## src/rtl/mem_pkg.sv

```systemverilog
// Shared definitions for the flash memory controller blocks: SPI opcodes,
// status register bit positions and the busy-poll FSM state encoding.
package mem_pkg;

    localparam logic [7:0] RDSR_OPCODE = 8'h05;

    localparam int unsigned STATUS_WIP = 0;
    localparam int unsigned STATUS_WEL = 1;

    typedef enum logic [2:0] {
        StIdle,
        StIssue,
        StWaitRsp,
        StGap,
        StDone
    } poll_state_e;

endpackage

```

## src/rtl/mem_interval_timer.sv

```systemverilog
// Loadable down-counter used to space consecutive status polls.
// Load takes priority over decrement; the count stops at zero.
module mem_interval_timer #(
    parameter int unsigned WIDTH = 7
) (
    input  logic             clk,
    input  logic             rst_n,
    input  logic             load,
    input  logic [WIDTH-1:0] load_val,
    input  logic             dec,
    output logic             zero
);

    logic [WIDTH-1:0] cnt_q, cnt_d;

    always_comb begin
        cnt_d = cnt_q;
        if (load) begin
            cnt_d = load_val;
        end else if (dec && (cnt_q != '0)) begin
            cnt_d = cnt_q - 1'b1;
        end
    end

    always_ff @(posedge clk or negedge rst_n) begin
        if (!rst_n) begin
            cnt_q <= '0;
        end else begin
            cnt_q <= cnt_d;
        end
    end

    assign zero = (cnt_q == '0);

endmodule

```

## src/rtl/mem_wip_poll_ctrl.sv

```systemverilog
// Sequences repeated RDSR transactions after a program/erase until the flash
// reports WIP clear, the poll budget runs out, or the caller aborts.
module mem_wip_poll_ctrl
    import mem_pkg::*;
#(
    parameter int unsigned POLL_GAP  = 64,
    parameter int unsigned MAX_POLLS = 1024
) (
    input  logic        clk,
    input  logic        rst_n,
    input  logic        in_start,
    input  logic        in_abort,
    output logic        out_idle,
    output logic        out_done,
    output logic        out_timeout,
    output logic        out_aborted,
    output logic [7:0]  out_status,
    output logic [15:0] out_poll_count,
    output logic        spi_req_valid,
    input  logic        spi_req_ready,
    output logic [7:0]  spi_req_opcode,
    output logic [7:0]  spi_req_rd_len,
    input  logic        spi_rsp_valid,
    input  logic [7:0]  spi_rsp_data
);

    localparam int unsigned TW = $clog2(POLL_GAP) + 1;
    localparam logic [TW-1:0] GAP_LOAD = TW'(POLL_GAP - 1);
    localparam logic [15:0] MAX_POLLS_W = 16'(MAX_POLLS);

    poll_state_e state_q, state_d;
    logic [15:0] count_q, count_d;
    logic [7:0]  status_q, status_d;
    logic        timeout_q, timeout_d;
    logic        aborted_q, aborted_d;
    logic        req_valid_q, done_q, idle_q;
    logic        tmr_load, tmr_dec, tmr_zero;

    mem_interval_timer #(
        .WIDTH (TW)
    ) u_gap_timer (
        .clk      (clk),
        .rst_n    (rst_n),
        .load     (tmr_load),
        .load_val (GAP_LOAD),
        .dec      (tmr_dec),
        .zero     (tmr_zero)
    );

    always_comb begin
        state_d   = state_q;
        count_d   = count_q;
        status_d  = status_q;
        timeout_d = timeout_q;
        aborted_d = aborted_q;
        tmr_load  = 1'b0;
        tmr_dec   = 1'b0;
        unique case (state_q)
            StIdle: begin
                if (in_start) begin
                    count_d   = '0;
                    timeout_d = 1'b0;
                    aborted_d = 1'b0;
                    state_d   = StIssue;
                end
            end
            StIssue: begin
                // An accepted request must be seen through, so handshake beats abort.
                if (spi_req_ready) begin
                    if (count_q != 16'hFFFF) begin
                        count_d = count_q + 16'd1;
                    end
                    state_d = StWaitRsp;
                end else if (in_abort) begin
                    aborted_d = 1'b1;
                    state_d   = StDone;
                end
            end
            StWaitRsp: begin
                if (spi_rsp_valid) begin
                    status_d = spi_rsp_data;
                    if (!spi_rsp_data[STATUS_WIP]) begin
                        state_d = StDone;
                    end else if (count_q == MAX_POLLS_W) begin
                        timeout_d = 1'b1;
                        state_d   = StDone;
                    end else if (in_abort) begin
                        aborted_d = 1'b1;
                        state_d   = StDone;
                    end else begin
                        tmr_load = 1'b1;
                        state_d  = StGap;
                    end
                end
            end
            StGap: begin
                if (in_abort) begin
                    aborted_d = 1'b1;
                    state_d   = StDone;
                end else if (tmr_zero) begin
                    state_d = StIssue;
                end else begin
                    tmr_dec = 1'b1;
                end
            end
            StDone: state_d = StIdle;
            default: state_d = StIdle;
        endcase
    end

    always_ff @(posedge clk or negedge rst_n) begin
        if (!rst_n) begin
            state_q     <= StIdle;
            count_q     <= '0;
            status_q    <= '0;
            timeout_q   <= 1'b0;
            aborted_q   <= 1'b0;
            req_valid_q <= 1'b0;
            done_q      <= 1'b0;
            idle_q      <= 1'b1;
        end else begin
            state_q     <= state_d;
            count_q     <= count_d;
            status_q    <= status_d;
            timeout_q   <= timeout_d;
            aborted_q   <= aborted_d;
            req_valid_q <= (state_d == StIssue);
            done_q      <= (state_d == StDone);
            idle_q      <= (state_d == StIdle);
        end
    end

    assign out_idle       = idle_q;
    assign out_done       = done_q;
    assign out_timeout    = timeout_q;
    assign out_aborted    = aborted_q;
    assign out_status     = status_q;
    assign out_poll_count = count_q;
    assign spi_req_valid  = req_valid_q;
    assign spi_req_opcode = RDSR_OPCODE;
    assign spi_req_rd_len = 8'd1;

endmodule

```

## config.mk

```make
export PLATFORM = sky130hd
export DESIGN_NAME = mem_wip_poll_ctrl
export DESIGN_NICKNAME = d
export VERILOG_FILES = /design/src/rtl/mem_pkg.sv /design/src/rtl/mem_interval_timer.sv /design/src/rtl/mem_wip_poll_ctrl.sv
export SDC_FILE = /design/constraint.sdc
export NUM_CORES = 1
export LEC_CHECK = 0
export BUFFER_PORTS_ARGS = -buffer_cell sky130_fd_sc_hd__buf_2
export CORE_MARGIN = 3
export CORE_UTILIZATION = 35
export DETAILED_ROUTE_END_ITERATION = 12
export RECOVER_POWER = 25
export SYNTH_ARGS = -nofsm -noshare
export SYNTH_HDL_FRONTEND = slang
export SYNTH_HIERARCHICAL = 1
export SYNTH_SLANG_ARGS = --single-unit
```

## constraint.sdc

```tcl
create_clock -name clk -period 4.25 [get_ports clk]
set_input_delay 0 -clock clk [delete_from_list [all_inputs] [get_ports clk]]
set_output_delay 0 -clock clk [all_outputs]
set_load 0.05 [all_outputs]
```

==> results.toml <==
[status]
run_status = "complete, but fails checks"
failed_checks = "max-capacitance violations, max-slew violations"

[route]
post_drt_via_cell_ratio = 5.27
drcViolationCount = 0
drt-pass1-iter-count = 4
routed-via-count = 1997
route.antenna.remaining_nets = 0
wl_met1_mm = 2.30
routed_wire_length_per_instance_um = 13.9
met3_wl_um = 297
routed.top_layer = "met4"
route.met2.wl_mm = 2.62
route.final.wire_length_mm = 5.27
detail_route.iter0.violations = 89

[yosys]
synth_cells = 247
synth_mux_area_share_pct = 8.41
synth_cell_types = 53
synth-edff-count = 0
synth_compound_area_share_pct = 14.7
ys_dominant_reg_cell = "dfrtp_1"
postSynth.asyncResetShare_pct = 100
synth_sequential_area_ratio_pct = 41.8
post_synthesis_register_bit_count = 39
adder_cell_share_of_the_synthesized_area_pct = 1.61
yosysWarnings = 6
synth_xor_area_share_pct = 0
dominant_combinational_cell_family_by_area_after_synthesis = "simple AND/OR/NAND/NOR gates"
synth.avg_cell_area_um2 = 9.46
area_fraction_in_and_or_nand_and_nor_cells_after_synthesis_pct = 25.1
syn-cell-area_mm2 = 0.00234

[grt]
global_route.usage.total_pct = 14.3
grt_max_degree = 40
wire_length_of_the_first_global_routing_pass_mm = 8.79
grt_antenna_before_repair = 0
grt_pass1_vias = 1914
globalRoute.totalOverflow = 0

[floorplan]
die-height_um = 87.7
start_util_pct = 36.4
row_count = 29
die_width_um = 87.7
area_of_the_core_mm2 = 0.00642
floorplan.die_area_mm2 = 0.00769
io_pins = 59

[worst_setup_path]
worstPathMaxFanout = 8
timing.critical_path.arrival_ns = 2.74
criticalPathCategory = "register to register"
timing.reg2reg.setup_slack_ns = 1.73
end_kind = "register"
regToRegStartpoint = "u_gap_timer/cnt_q[0]$_DFFE_PN0P_"
crit_required_ns = 4.48
start_kind = "register"
r2r_cells = 9
timing.rr.end = "u_gap_timer/cnt_q[3]$_DFFE_PN0P_"

[timing]
unrepaired_setup_endpoints_after_global_routing = "false"
hold_viol = 0
finalWorstPathRequiredPeriod_ns = 2.52
fin_tns_setup_ns = 0
timing.slew.headroom_pct = -39.5
timing.final.max_slew_violations = 40
setup_viol_count_final = 0
slew_at_the_pin_closest_to_its_max_slew_limit_ns = 2.09
fmax_mhz = 397
skew_ns = 0.00980
final_min_period_over_clock_period_pct = 59.2
layout_setup_ws_ns = 1.73

[cells_and_area]
multi_input_gate_area_in_the_final_layout_mm2 = 0.00125
filler_cell_count = 648
finish.instance_area_mm2 = 0.00275
drive_above_1_share_pct = 18.5
insertedDiodeCount = 0
nNetsFinal = 318
seqCellArea_um2 = 977
final_standard_cell_count_with_taps_included_and_fillers_excluded = 379
area.growth.synth_to_final_pct = 17.8

[min_path]
timing.hold.worst_endpoint = "state_q[2]$_DFF_PN0_"
whs_path_depth = 3
hp_class = "input port to register"
hp-start = "in_abort"

[clocking]
cts-buffers-inserted = 5
clock_tree.root_cell = "clkbuf_8"
clkSlewWorstSetupHoldPaths_ns = 0.08
cts-root-to-sink-buffers = 2
tritoncts_clock_tree = "yes"
h-tree-depth = 2
cts-resized-gates = 0
clkSinkCount = 39
worstSkewPairLatency_ns = 0.30

[pwr]
irDropWorstVdd_uv = 365
p_leak_nw = 1.20
p_per_area_mw_per_mm2 = 607

[placed_design]
post-place-cells = 362
port_buffer_cells = 42
hpwl_mm = 3.79
gp_congestion = 0.813
placement.cell_area_mm2 = 0.00257
dp_worst_setup_slack_ns = 1.75

[flow_run]
maxCapViolCount = 1
-- cell usage after synthesis, types with 4 or more instances --
cell type   n  area (um2)
dfrtp_1    38         951
nand2_1    20        75.1
buf_4      16         120
a21oi_1    14        70.1
nor2_1     10        37.5
inv_1       9        33.8
mux2_2      9         101
nand3_1     9        45.0
or2_2       9        56.3
clkbuf_1    8        30.0
mux2i_1     8        80.1
nor4_1      8        50.1
nand2b_1    7        43.8
nand4_1     6        37.5
nor3_1      6        30.0
nor2b_1     5        31.3
o21ai_0     4        20.0
o31ai_1     4        30.0
-- report_power, final --
group	leakage, nW	internal [mW]	total, mW	switching, mW
registers	0.504	0.486	0.599	0.114
clock network	0.0581	0.175	0.311	0.136
logic	0.637	0.237	0.761	0.524
total	1.20	0.898	1.67	0.774
-- sequential cells by signal (all words and copies together) (netlist names) --
signal,cells
out_done,1
out_aborted,1
out_poll_count,16
u_gap_timer/cnt_q,7
out_status,8
spi_req_valid,1
out_idle,1
out_timeout,1
state_q,3
-- how the worst max path moves through the flow --
stage	to	cells after the start	startpoint
6_report	u_gap_timer/cnt_q[3]$_DFFE_PN0P_	9	u_gap_timer/cnt_q[0]$_DFFE_PN0P_
5_1_grt	out_poll_count[2]$_DFFE_PN0P_	4	state_q[0]$_DFF_PN0_
4_1_cts	out_poll_count[2]$_DFFE_PN0P_	4	state_q[0]$_DFF_PN0_
3_5_place_dp	u_gap_timer/cnt_q[5]$_DFFE_PN0P_	6	state_q[0]$_DFF_PN0_
3_3_place_gp	spi_req_valid$_DFF_PN0_	8	u_gap_timer/cnt_q[1]$_DFFE_PN0P_
2_1_floorplan	out_poll_count[12]$_DFFE_PN0P_	6	out_poll_count[0]$_DFFE_PN0P_
-- worst max-delay path, stage by stage, from the launching register on --
cell	delay, ns
dfrtp_1	0.41
inv_1	0.08
ha_1	0.28
or3b_2	0.25
nor2_1	0.04
nor2_1	0.09
and4b_1	0.36
or4b_1	0.49
a311o_1	0.33
a21oi_1	0.11
-- cells in the final DEF, fill, tap and decap left out, drive strengths merged, types with 4 or more instances in the layout --
| cell type | count |
|---|---|
| dfrtp | 38 |
| buf | 25 |
| conb | 23 |
| clkbuf | 22 |
| nand2 | 20 |
| a21oi | 14 |
| nor2 | 10 |
| mux2 | 10 |
| inv | 9 |
| nand3 | 9 |
| or2 | 9 |
| dlygate4sd3 | 9 |
| nor4 | 8 |
| mux2i | 8 |
| nand2b | 7 |
| nand4 | 6 |
| nor3 | 6 |
| nor2b | 5 |
| o31ai | 4 |
| o21ai | 4 |
-- through the flow --
| stage | utilization, % | power, mW | hold slack [ns] |
|---|---|---|---|
| 3_3_place_gp | 40.0 | 1.37 | 0.171 |
| 6_report | 42.9 | 1.67 | 0.0367 |
| 4_1_cts | 43.2 | 1.71 | 0.0278 |
| 3_5_place_dp | 40.0 | 1.38 | 0.181 |
| 2_1_floorplan | - | 1.22 | -0.296 |
| 5_1_grt | 42.9 | 1.79 | 0.0511 |
-- cells by family (layout without fill, tap and decap cells) --
family | count (synthesis) | in the layout
AO/OA/AOI/OAI | 48 | 48
multiplexers | 18 | 18
adder cells (fa/ha/maj) | 3 | 3
AND/OR/NAND/NOR | 103 | 103
other | 2 | 23
buffers and inverters | 34 | 68
flip-flops | 39 | 39
-- area by class of cell --
class,instances,share of cell area (%)
tap,77,3.50
clock buffer,5,2.50
inverter,9,1.23
sequential,39,35.5
timing repair buffer,51,10.1
multi-input combinational,195,45.5
clock inverter,3,1.59
-- routing by layer --
layer  vias up  GRT usage (%)
met5         -              0
li1        982              -
met2        71           24.5
met3         7           4.05
met1       937           17.7
met4         0           3.63
-- what timing repair did --
item,4_1_cts,5_1_grt
hold buffers,9,0
setup buffers,0,0
endpoints found under the hold margin,46,0
Power figures use the tool's default switching activity.
